$ cat src/rtl/decode_prefix_accumulator.sv
// Multi-cycle prefix accumulator: consumes leading prefix bytes from each fetch
// window and hands the accumulated prefix bundle to the opcode stage.
module decode_prefix_accumulator #(
    parameter  int WINDOW_BYTES = 4,
    parameter  int MAX_PREFIX   = 14,
    localparam int CNT_W        = $clog2(MAX_PREFIX + WINDOW_BYTES + 1),
    localparam int AW           = $clog2(WINDOW_BYTES + 1)
) (
    input  logic                      clk,
    input  logic                      rst_n,
    input  logic                      i_flush,
    input  logic                      i_valid,
    input  logic [8*WINDOW_BYTES-1:0] i_bytes,
    input  logic [AW-1:0]             i_avail,
    output logic                      o_ready,
    output logic [AW-1:0]             o_consume,
    output logic                      o_pfx_valid,
    input  logic                      i_pfx_ready,
    output logic                      o_lock,
    output logic                      o_repne,
    output logic                      o_rep,
    output logic                      o_opsize,
    output logic                      o_adsize,
    output logic                      o_seg_override,
    output logic [2:0]                o_seg_index,
    output logic                      o_hint_not_taken,
    output logic                      o_hint_taken,
    output logic [CNT_W-1:0]          o_pfx_count,
    output logic                      o_pfx_error_repeat,
    output logic                      o_pfx_error_length
);

    typedef enum logic {SCAN, DONE} state_t;

    typedef struct packed {
        logic             lock;
        logic             repne;
        logic             rep;
        logic             opsize;
        logic             adsize;
        logic             seg_override;
        logic [2:0]       seg_index;
        logic             hint_not_taken;
        logic             hint_taken;
        logic [CNT_W-1:0] count;
        logic             err_repeat;
        logic             err_length;
    } bundle_t;

    // Group number of a prefix byte; 0 means the byte is not a prefix.
    function automatic logic [2:0] pfx_group(input logic [7:0] b);
        case (b)
            8'hF0, 8'hF2, 8'hF3:                      pfx_group = 3'd1;
            8'h26, 8'h2E, 8'h36, 8'h3E, 8'h64, 8'h65: pfx_group = 3'd2;
            8'h66:                                    pfx_group = 3'd3;
            8'h67:                                    pfx_group = 3'd4;
            default:                                  pfx_group = 3'd0;
        endcase
    endfunction

    function automatic logic [2:0] seg_code(input logic [7:0] b);
        case (b)
            8'h2E:   seg_code = 3'd1;
            8'h36:   seg_code = 3'd2;
            8'h3E:   seg_code = 3'd3;
            8'h64:   seg_code = 3'd4;
            8'h65:   seg_code = 3'd5;
            default: seg_code = 3'd0;
        endcase
    endfunction

    state_t          state;
    bundle_t         bndl;
    bundle_t         n_bndl;
    logic [AW-1:0]   k;
    logic            stop;
    logic            g1, g2, g3, g4;
    logic [7:0]      b;
    logic [CNT_W:0]  sum;
    logic            opcode_hit;

    always_comb begin
        // NOTE: every variable gets a default before any branch so no latch is inferred.
        k      = '0;
        stop   = 1'b0;
        b      = '0;
        n_bndl = bndl;
        g1     = bndl.lock | bndl.repne | bndl.rep;
        g2     = bndl.seg_override;
        g3     = bndl.opsize;
        g4     = bndl.adsize;

        for (int i = 0; i < WINDOW_BYTES; i++) begin
            b = i_bytes[8*i +: 8];
            if (!stop && (AW'(i) < i_avail) && (pfx_group(b) != 3'd0)) k = k + AW'(1);
            else stop = 1'b1;
        end

        // Walk consumed bytes in stream order so "last segment wins" falls out naturally.
        for (int i = 0; i < WINDOW_BYTES; i++) begin
            b = i_bytes[8*i +: 8];
            if (AW'(i) < k) begin
                case (pfx_group(b))
                    3'd1: begin
                        if (g1) n_bndl.err_repeat = 1'b1;
                        g1 = 1'b1;
                        if (b == 8'hF0) n_bndl.lock  = 1'b1;
                        if (b == 8'hF2) n_bndl.repne = 1'b1;
                        if (b == 8'hF3) n_bndl.rep   = 1'b1;
                    end
                    3'd2: begin
                        if (g2) n_bndl.err_repeat = 1'b1;
                        g2 = 1'b1;
                        n_bndl.seg_override   = 1'b1;
                        n_bndl.seg_index      = seg_code(b);
                        n_bndl.hint_not_taken = (b == 8'h2E);
                        n_bndl.hint_taken     = (b == 8'h3E);
                    end
                    3'd3: begin
                        if (g3) n_bndl.err_repeat = 1'b1;
                        g3 = 1'b1;
                        n_bndl.opsize = 1'b1;
                    end
                    3'd4: begin
                        if (g4) n_bndl.err_repeat = 1'b1;
                        g4 = 1'b1;
                        n_bndl.adsize = 1'b1;
                    end
                    default: ;
                endcase
            end
        end

        sum              = {1'b0, bndl.count} + (CNT_W+1)'(k);
        n_bndl.count     = sum[CNT_W] ? '1 : sum[CNT_W-1:0];
        n_bndl.err_length = bndl.err_length | (n_bndl.count > CNT_W'(MAX_PREFIX));
        opcode_hit       = (k < i_avail);
    end

    assign o_ready   = (state == SCAN);
    assign o_consume = (state == SCAN && i_valid && !i_flush) ? k : '0;

    always_ff @(posedge clk or negedge rst_n) begin
        // NOTE: sequential state uses non-blocking assignments only.
        if (!rst_n) begin
            state       <= SCAN;
            bndl        <= '0;
            o_pfx_valid <= 1'b0;
        end else if (i_flush) begin
            state       <= SCAN;
            bndl        <= '0;
            o_pfx_valid <= 1'b0;
        end else begin
            case (state)
                SCAN: if (i_valid) begin
                    bndl <= n_bndl;
                    if (opcode_hit) begin
                        state       <= DONE;
                        o_pfx_valid <= 1'b1;
                    end
                end
                DONE: if (i_pfx_ready) begin
                    state       <= SCAN;
                    bndl        <= '0;
                    o_pfx_valid <= 1'b0;
                end
                default: state <= SCAN;
            endcase
        end
    end

    assign o_lock             = bndl.lock;
    assign o_repne            = bndl.repne;
    assign o_rep              = bndl.rep;
    assign o_opsize           = bndl.opsize;
    assign o_adsize           = bndl.adsize;
    assign o_seg_override     = bndl.seg_override;
    assign o_seg_index        = bndl.seg_index;
    assign o_hint_not_taken   = bndl.hint_not_taken;
    assign o_hint_taken       = bndl.hint_taken;
    assign o_pfx_count        = bndl.count;
    assign o_pfx_error_repeat = bndl.err_repeat;
    assign o_pfx_error_length = bndl.err_length;

endmodule

$ cat config.mk
export PLATFORM = sky130hd
export DESIGN_NAME = decode_prefix_accumulator
export DESIGN_NICKNAME = d
export VERILOG_FILES = /design/src/rtl/decode_prefix_accumulator.sv
export SDC_FILE = /design/constraint.sdc
export NUM_CORES = 1
export LEC_CHECK = 0
export BUFFER_PORTS_ARGS = -buffer_cell sky130_fd_sc_hd__buf_4
export CORE_MARGIN = 3
export CORE_UTILIZATION = 54
export DETAILED_ROUTE_END_ITERATION = 16
export PLACE_DENSITY = 0.81
export SLEW_MARGIN = 20
export SYNTH_ARGS = -nofsm -noshare
export SYNTH_HDL_FRONTEND = slang
export SYNTH_SLANG_ARGS = --single-unit
export TNS_END_PERCENT = 100
$ cat constraint.sdc
create_clock -name clk -period 4.3 [get_ports clk]
set_clock_uncertainty 0.2 [all_clocks]
set_input_delay 0.645 -clock clk [delete_from_list [all_inputs] [get_ports clk]]
set_output_delay 0.645 -clock clk [all_outputs]
set_load 0.03 [all_outputs]
-- Word-level counts from Yosys, hierarchy flattened
Index checks and enable logic that the tools add are counted.
- flip-flop bits (word level): 20
- add/sub/neg operators: 4
- order comparisons: 10
- eq/ne operators: 63
- multiplexer cells: 113
- bitwise operators: 4
- reductions and logical operators: 26
- operators by type and width (operator ; number):
    $eq A8 B6 Y1 const B ; 16
    $eq A8 B7 Y1 const B ; 16
    $eq A8 B8 Y1 const B ; 12
    $mux W1 ; 74
    $pmux W3 S5 ; 4
    $mux W18 ; 3
    $pmux W3 S4 ; 4
    $mux W11 ; 4
    $mux W3 ; 12
    $pmux W18 S2 ; 1
    $eq A3 B2 Y1 const B ; 8
    $mux W6 ; 4
    $reduce_or A6 Y1 ; 4
    $pmux W1 S4 ; 4
    $eq A3 B1 Y1 const B ; 4
    $eq A3 B3 Y1 const B ; 4
    $lt A1 B3 Y1 const A ; 4
    $lt A2 B3 Y1 const A ; 4
    $reduce_bool A3 Y1 ; 4
    $reduce_or A3 Y1 ; 4
    $add A3 B1 Y3 const B ; 3
    $logic_and A1 B1 Y1 ; 9
    $add A5 B3 Y6 ; 1
    $ne A3 B3 Y1 const B ; 2
    10 further kinds ; 15

-- Depth between registers and ports, before layout
- depth after elaboration: 33
- depth in mapped cells: 23

-- Worst setup path before layout
Ideal clock, no wire load.
- kind: input-to-reg
- from: in i_bytes[11]
- to: reg bndl, in the netlist o_pfx_error_length
- library setup time: 119 ps
- arrival: 4434 ps
- required time: 3981 ps
- path slack: -452 ps
- cell stages on the path: 22
- buffers on the path: 0
- cells stage by stage: or3b_2 -> o21ai_0 -> nand2b_1 -> a221oi_1 -> ha_1 -> o311ai_2 -> xnor2_1 -> ha_1 -> nand2_1 -> a21oi_1 -> mux2i_2 -> inv_2 -> ha_1 -> xor2_1 -> and3_1 -> inv_1 -> nor2_1 -> o22a_1 -> nor2_1 -> a21oi_1 -> a21oi_1 -> nor2_1
- word-level cells in the longest chain between the ends: 21
- elaborated cells between the ends (all ways): 36
- those cells by class: add/sub (3); order compare (1); eq/ne (11); mux (10); bitwise (1); reduce/logical (10)
- RTL lines (what ; RTL line ; source):
    from (decl) ; 13 ; input logic [8*WINDOW_BYTES-1:0] i_bytes,
    $eq A8 B6 Y1 (tied with other cells) ; 52 ; case (b)
    $reduce_or A6 Y1 / $reduce_or A3 Y1 (equally long branches) ; 52 ;
    $pmux W3 S4 (*) ; 52 ;
    $reduce_bool A3 Y1 (*) ; 95 ; if (!stop && (AW'(i) < i_avail) && (pfx_group(b) != 3'd0)) k = k + AW'(1);
    $logic_and A1 B1 Y1 (*) ; 95 ;
    branches (longest 8 deep; another with $add A3 B1 Y3) ; -- ;
    $mux W3 (*) ; 95 ;
    $add A5 B3 Y6 (*) ; 134 ; sum = {1'b0, bndl.count} + (CNT_W+1)'(k);
    $mux W5 (*) ; 135 ; n_bndl.count = sum[CNT_W] ? '1 : sum[CNT_W-1:0];
    $gt A5 B4 Y1 (*) ; 136 ; n_bndl.err_length = bndl.err_length | (n_bndl.count > CNT_W'(MAX_PREFIX));
    $or A1 B1 Y1 (*) ; 136 ;
    $mux W18 (*) ; 155 ; SCAN: if (i_valid) begin
    $pmux W18 S2 (*) ; 154 ; case (state)
    $mux W18 (*) ; 149 ; end else if (i_flush) begin
    to (signal assigned) ; 156 ; bndl <= n_bndl;
    to (decl) ; 73 ; bundle_t bndl;
Mark *: on every way between the ends. The select of a mux whose other input is x is not followed.
A chain may end at the register's enable or synchronous reset.

-- Worst setup path after layout
- from: in i_bytes[11]
- to: out o_consume[2]
- word-level cells in the longest chain between the ends: 15
- elaborated cells between the ends (all ways): 30
- those cells by class: add/sub (2); eq/ne (11); mux (7); reduce/logical (10)
- RTL lines (what ; RTL line ; source):
    $eq A8 B6 Y1 (tied with other cells) ; 52 ;
    $reduce_or A6 Y1 / $reduce_or A3 Y1 (equally long branches) ; 52 ;
    $pmux W3 S4 (*) ; 52 ;
    $reduce_bool A3 Y1 (*) ; 95 ;
    $logic_and A1 B1 Y1 (*) ; 95 ;
    branches (longest 8 deep; another with $add A3 B1 Y3) ; -- ;
    $mux W3 (*) ; 95 ;
    $mux W3 (*) ; 141 ; assign o_consume = (state == SCAN && i_valid && !i_flush) ? k : '0;
    to (decl) ; 16 ; output logic [AW-1:0] o_consume,
Mark *: on every way between the ends.

==> results.sh <==
export IMPL_dp_final_hpwl_um=6725
export IMPL_wl_met1_um=3448
export IMPL_pin_count=63
export IMPL_max_slew_worst_pin_slew_ns=0.8075
export IMPL_ant_nets=0
export IMPL_cts_max_path_buffers=2
export IMPL_drv_cap=0
export IMPL_crit_path_end_kind="output pin"
export IMPL_fin_crit_sh_pct=96.78
export IMPL_ys_warnings_count=0
export IMPL_layout_setup_ws_ns=0.1386
export IMPL_die_h_um=72.68
export IMPL_port_buffers=62
export IMPL_final_hold_violation_count=0
export IMPL_routabilityCongestion=1.037
export IMPL_die_area_mm2=0.005282
export IMPL_avgViaCountPerCell=6.397
export IMPL_required_ns=3.45
export IMPL_synthTopCellsByArea="dfrtp_1 21%, nand2_1 6.3%, nor2_1 6.1%"
export IMPL_ir_drop_mv=0.1682
export IMPL_antenna_found_initial=0
export IMPL_p_total_mw=0.4572
export IMPL_core_area_mm2=0.004144
export IMPL_grt_pass1_wl_um=13130
export IMPL_seq_area_frac_synth_pct=20.84
export IMPL_leakagePower_nw=1.609
export IMPL_ys_ff_latch=20
export IMPL_first_pass_iters=5
export IMPL_power_density_mw_per_mm2=135.3
export IMPL_ys_flop_type="dfrtp_1"
export IMPL_fin_crit_ns=4.161
export IMPL_worstSkewPairLatency_ns=0.26
export IMPL_wl_met2_um=3886
export IMPL_hold_path_class="input pin to asynchronous set/reset pin"
export IMPL_grt_max_degree=21
export IMPL_drive_above_1_share_pct=32.94
export IMPL_clk_pin_slew_worst_paths_ns=0.08
export IMPL_syn_instance_count=319
export IMPL_synth_nets=368
export IMPL_critPathMaxFanout=7
export IMPL_drc_errors=0
export IMPL_cts_max_level=1
export IMPL_synth_top_cell_area_share_pct=20.84
export IMPL_place_worst_setup_slack_ns=-0.1259
export IMPL_clock_root_buffer="clkbuf_8"
export IMPL_clock_sinks=20
export IMPL_cts_buffers=3
export IMPL_routed_wl_um=8349
export IMPL_vias=3000
export IMPL_drtIter0Drc=323
export IMPL_die_w_um=72.68
export IMPL_setup_tns_final_ns=0
export IMPL_area_delta_synth_final_pct=40.80
export IMPL_finalSetupViolations=0
export IMPL_tritoncts="yes"
export IMPL_grt_pass1_vias=2790
export IMPL_grt_overflow_total=0
export IMPL_antennaDiodeCount=0
export IMPL_highest_layer="met4"
export IMPL_start_kind="input pin"
export IMPL_final_max_slew_violation_count=0
export IMPL_grt_usage_pct=31.11
export IMPL_post_route_util_pct=81.58
export IMPL_ys_types=76
export IMPL_initial_utilization_pct=57.94
export IMPL_relSlewSlack_pct=45.97
export IMPL_status="completed"
export IMPL_core_rowCount=23
export IMPL_nFillCells=279
export IMPL_nets=469
export IMPL_worstSetupPathType="input pin to output pin"
export IMPL_wl_per_cell_um=17.80
export IMPL_wl_met3_um=920
export IMPL_arrival_ns=3.32
export IMPL_synth_avg_cell_area_um2=7.527
export IMPL_async_reset_ff_share_pct=100.0
export IMPL_holdBufCountCts=0
export IMPL_max_freq_ghz=0.2403
export IMPL_yosysTopAreaCell="dfrtp_1"
export IMPL_synthesis_area_mm2=0.002401
export IMPL_synth_edf_count=0
-- layout make-up --
cell class | instances | area [um^2] | share of cell area [%]
multi-input cells | 279 | 1942 | 57.44
repair buffers | 102 | 765.7 | 22.65
flip-flops and latches | 20 | 500.5 | 14.80
well taps | 50 | 62.56 | 1.850
clock buffers | 4 | 55.05 | 1.628
inverters | 14 | 55.05 | 1.628
-- stage by stage --
stage,std cells,hold slack (ns),cell area [um^2]
after floorplan,319,0.1494,2475
after global placement,465,0.2837,3266
after detailed placement,465,0.2993,3266
after CTS,469,0.05850,3321
after global routing,469,0.05630,3381
final,469,0.05778,3381
-- cell families (layout without fill, tap and decap cells) --
| group | count (synthesis) | in the layout | share of synthesized area (%) |
|---|---|---|---|
| AND/OR/NAND/NOR | 147 | 147 | 32.73 |
| adder cells (fa/ha/maj) | 9 | 9 | 5.003 |
| flip-flops | 20 | 20 | 20.84 |
| AO/OA/AOI/OAI | 117 | 117 | 35.12 |
| multiplexers | 4 | 4 | 1.824 |
| XOR/XNOR | 2 | 2 | 0.7297 |
| buffers and inverters | 20 | 120 | 3.752 |
-- cells in the final DEF (no fill, tap or decap), drive strengths merged, types with 7 or more instances in the layout --
cell type,n
nor2b,12
a21oi,28
nand3,10
inv,14
ha,8
o21ai,21
nand2,40
a31oi,14
nand2b,7
nor2,39
dfrtp,20
and3,7
buf,102
-- path summary, 6_finish.rpt --
check                          startpoint                  to  slack [ns]  cells after the start
setup / recovery              i_bytes[11]        o_consume[2]        0.14                     15
hold / removal                      rst_n      o_pfx_count[3]        0.06                      1
setup reg to reg           o_pfx_count[0]  o_pfx_error_length        1.97                     11
hold reg to reg              o_hint_taken        o_hint_taken        0.32                      2
max in group asynchronous           rst_n      o_seg_override        3.63                      1
min in group clk             o_hint_taken        o_hint_taken        0.32                      2
-- state kept, by name, indices dropped and copies added (netlist names) --
signal              count
o_adsize                1
o_seg_override          1
o_opsize                1
o_pfx_valid             1
o_rep                   1
o_hint_not_taken        1
o_lock                  1
o_pfx_count             5
o_seg_index             3
state                   1
o_repne                 1
o_pfx_error_length      1
o_pfx_error_repeat      1
o_hint_taken            1
-- power by group --
part / leakage [nW] / internal [mW] / switching (mW)
Sequential: 0.277 / 0.190 / 0.00139
Combinational: 1.30 / 0.0540 / 0.0673
Clock: 0.0288 / 0.0815 / 0.0635
-- routing by layer --
metal	vias up	GRT usage, %
met5	-	0
met4	0	5.943
met3	16	6.336
met2	166	51.10
met1	1400	42.59
li1	1418	-
-- worst max-delay path, cell delays in order --
cell and delay (ns):
buf_4 0.12, and4b_1 0.24, nand3b_1 0.12, nand2b_4 0.18, a221oi_4 0.26, ha_2 0.26
o311ai_4 0.10, xnor2_1 0.18, ha_2 0.20, nand2_1 0.06, a21oi_2 0.17, mux2i_4 0.28
buf_4 0.20, nor2_1 0.09, buf_4 0.21
-- synthesized netlist by cell type (all sizes together), types with 4 or more instances --
| library cell | n |
|---|---|
| nor2b | 12 |
| a21o | 6 |
| o21ai | 21 |
| and3 | 7 |
| nand2b | 7 |
| mux2i | 4 |
| dfrtp | 20 |
| o31ai | 6 |
| a31oi | 14 |
| a21oi | 28 |
| nor4 | 4 |
| inv | 14 |
| nand4 | 5 |
| nand2 | 40 |
| nand3b | 4 |
| nand3 | 10 |
| ha | 8 |
| nor3 | 5 |
| a221oi | 4 |
| nor2 | 39 |
-- what timing repair did --
action | in CTS | in global routing
resized for setup | 0 | 10
buffers inserted | 0 | 1
endpoints found under the setup margin | 0 | 3
Note: power is estimated with default switching activity, not from simulation.
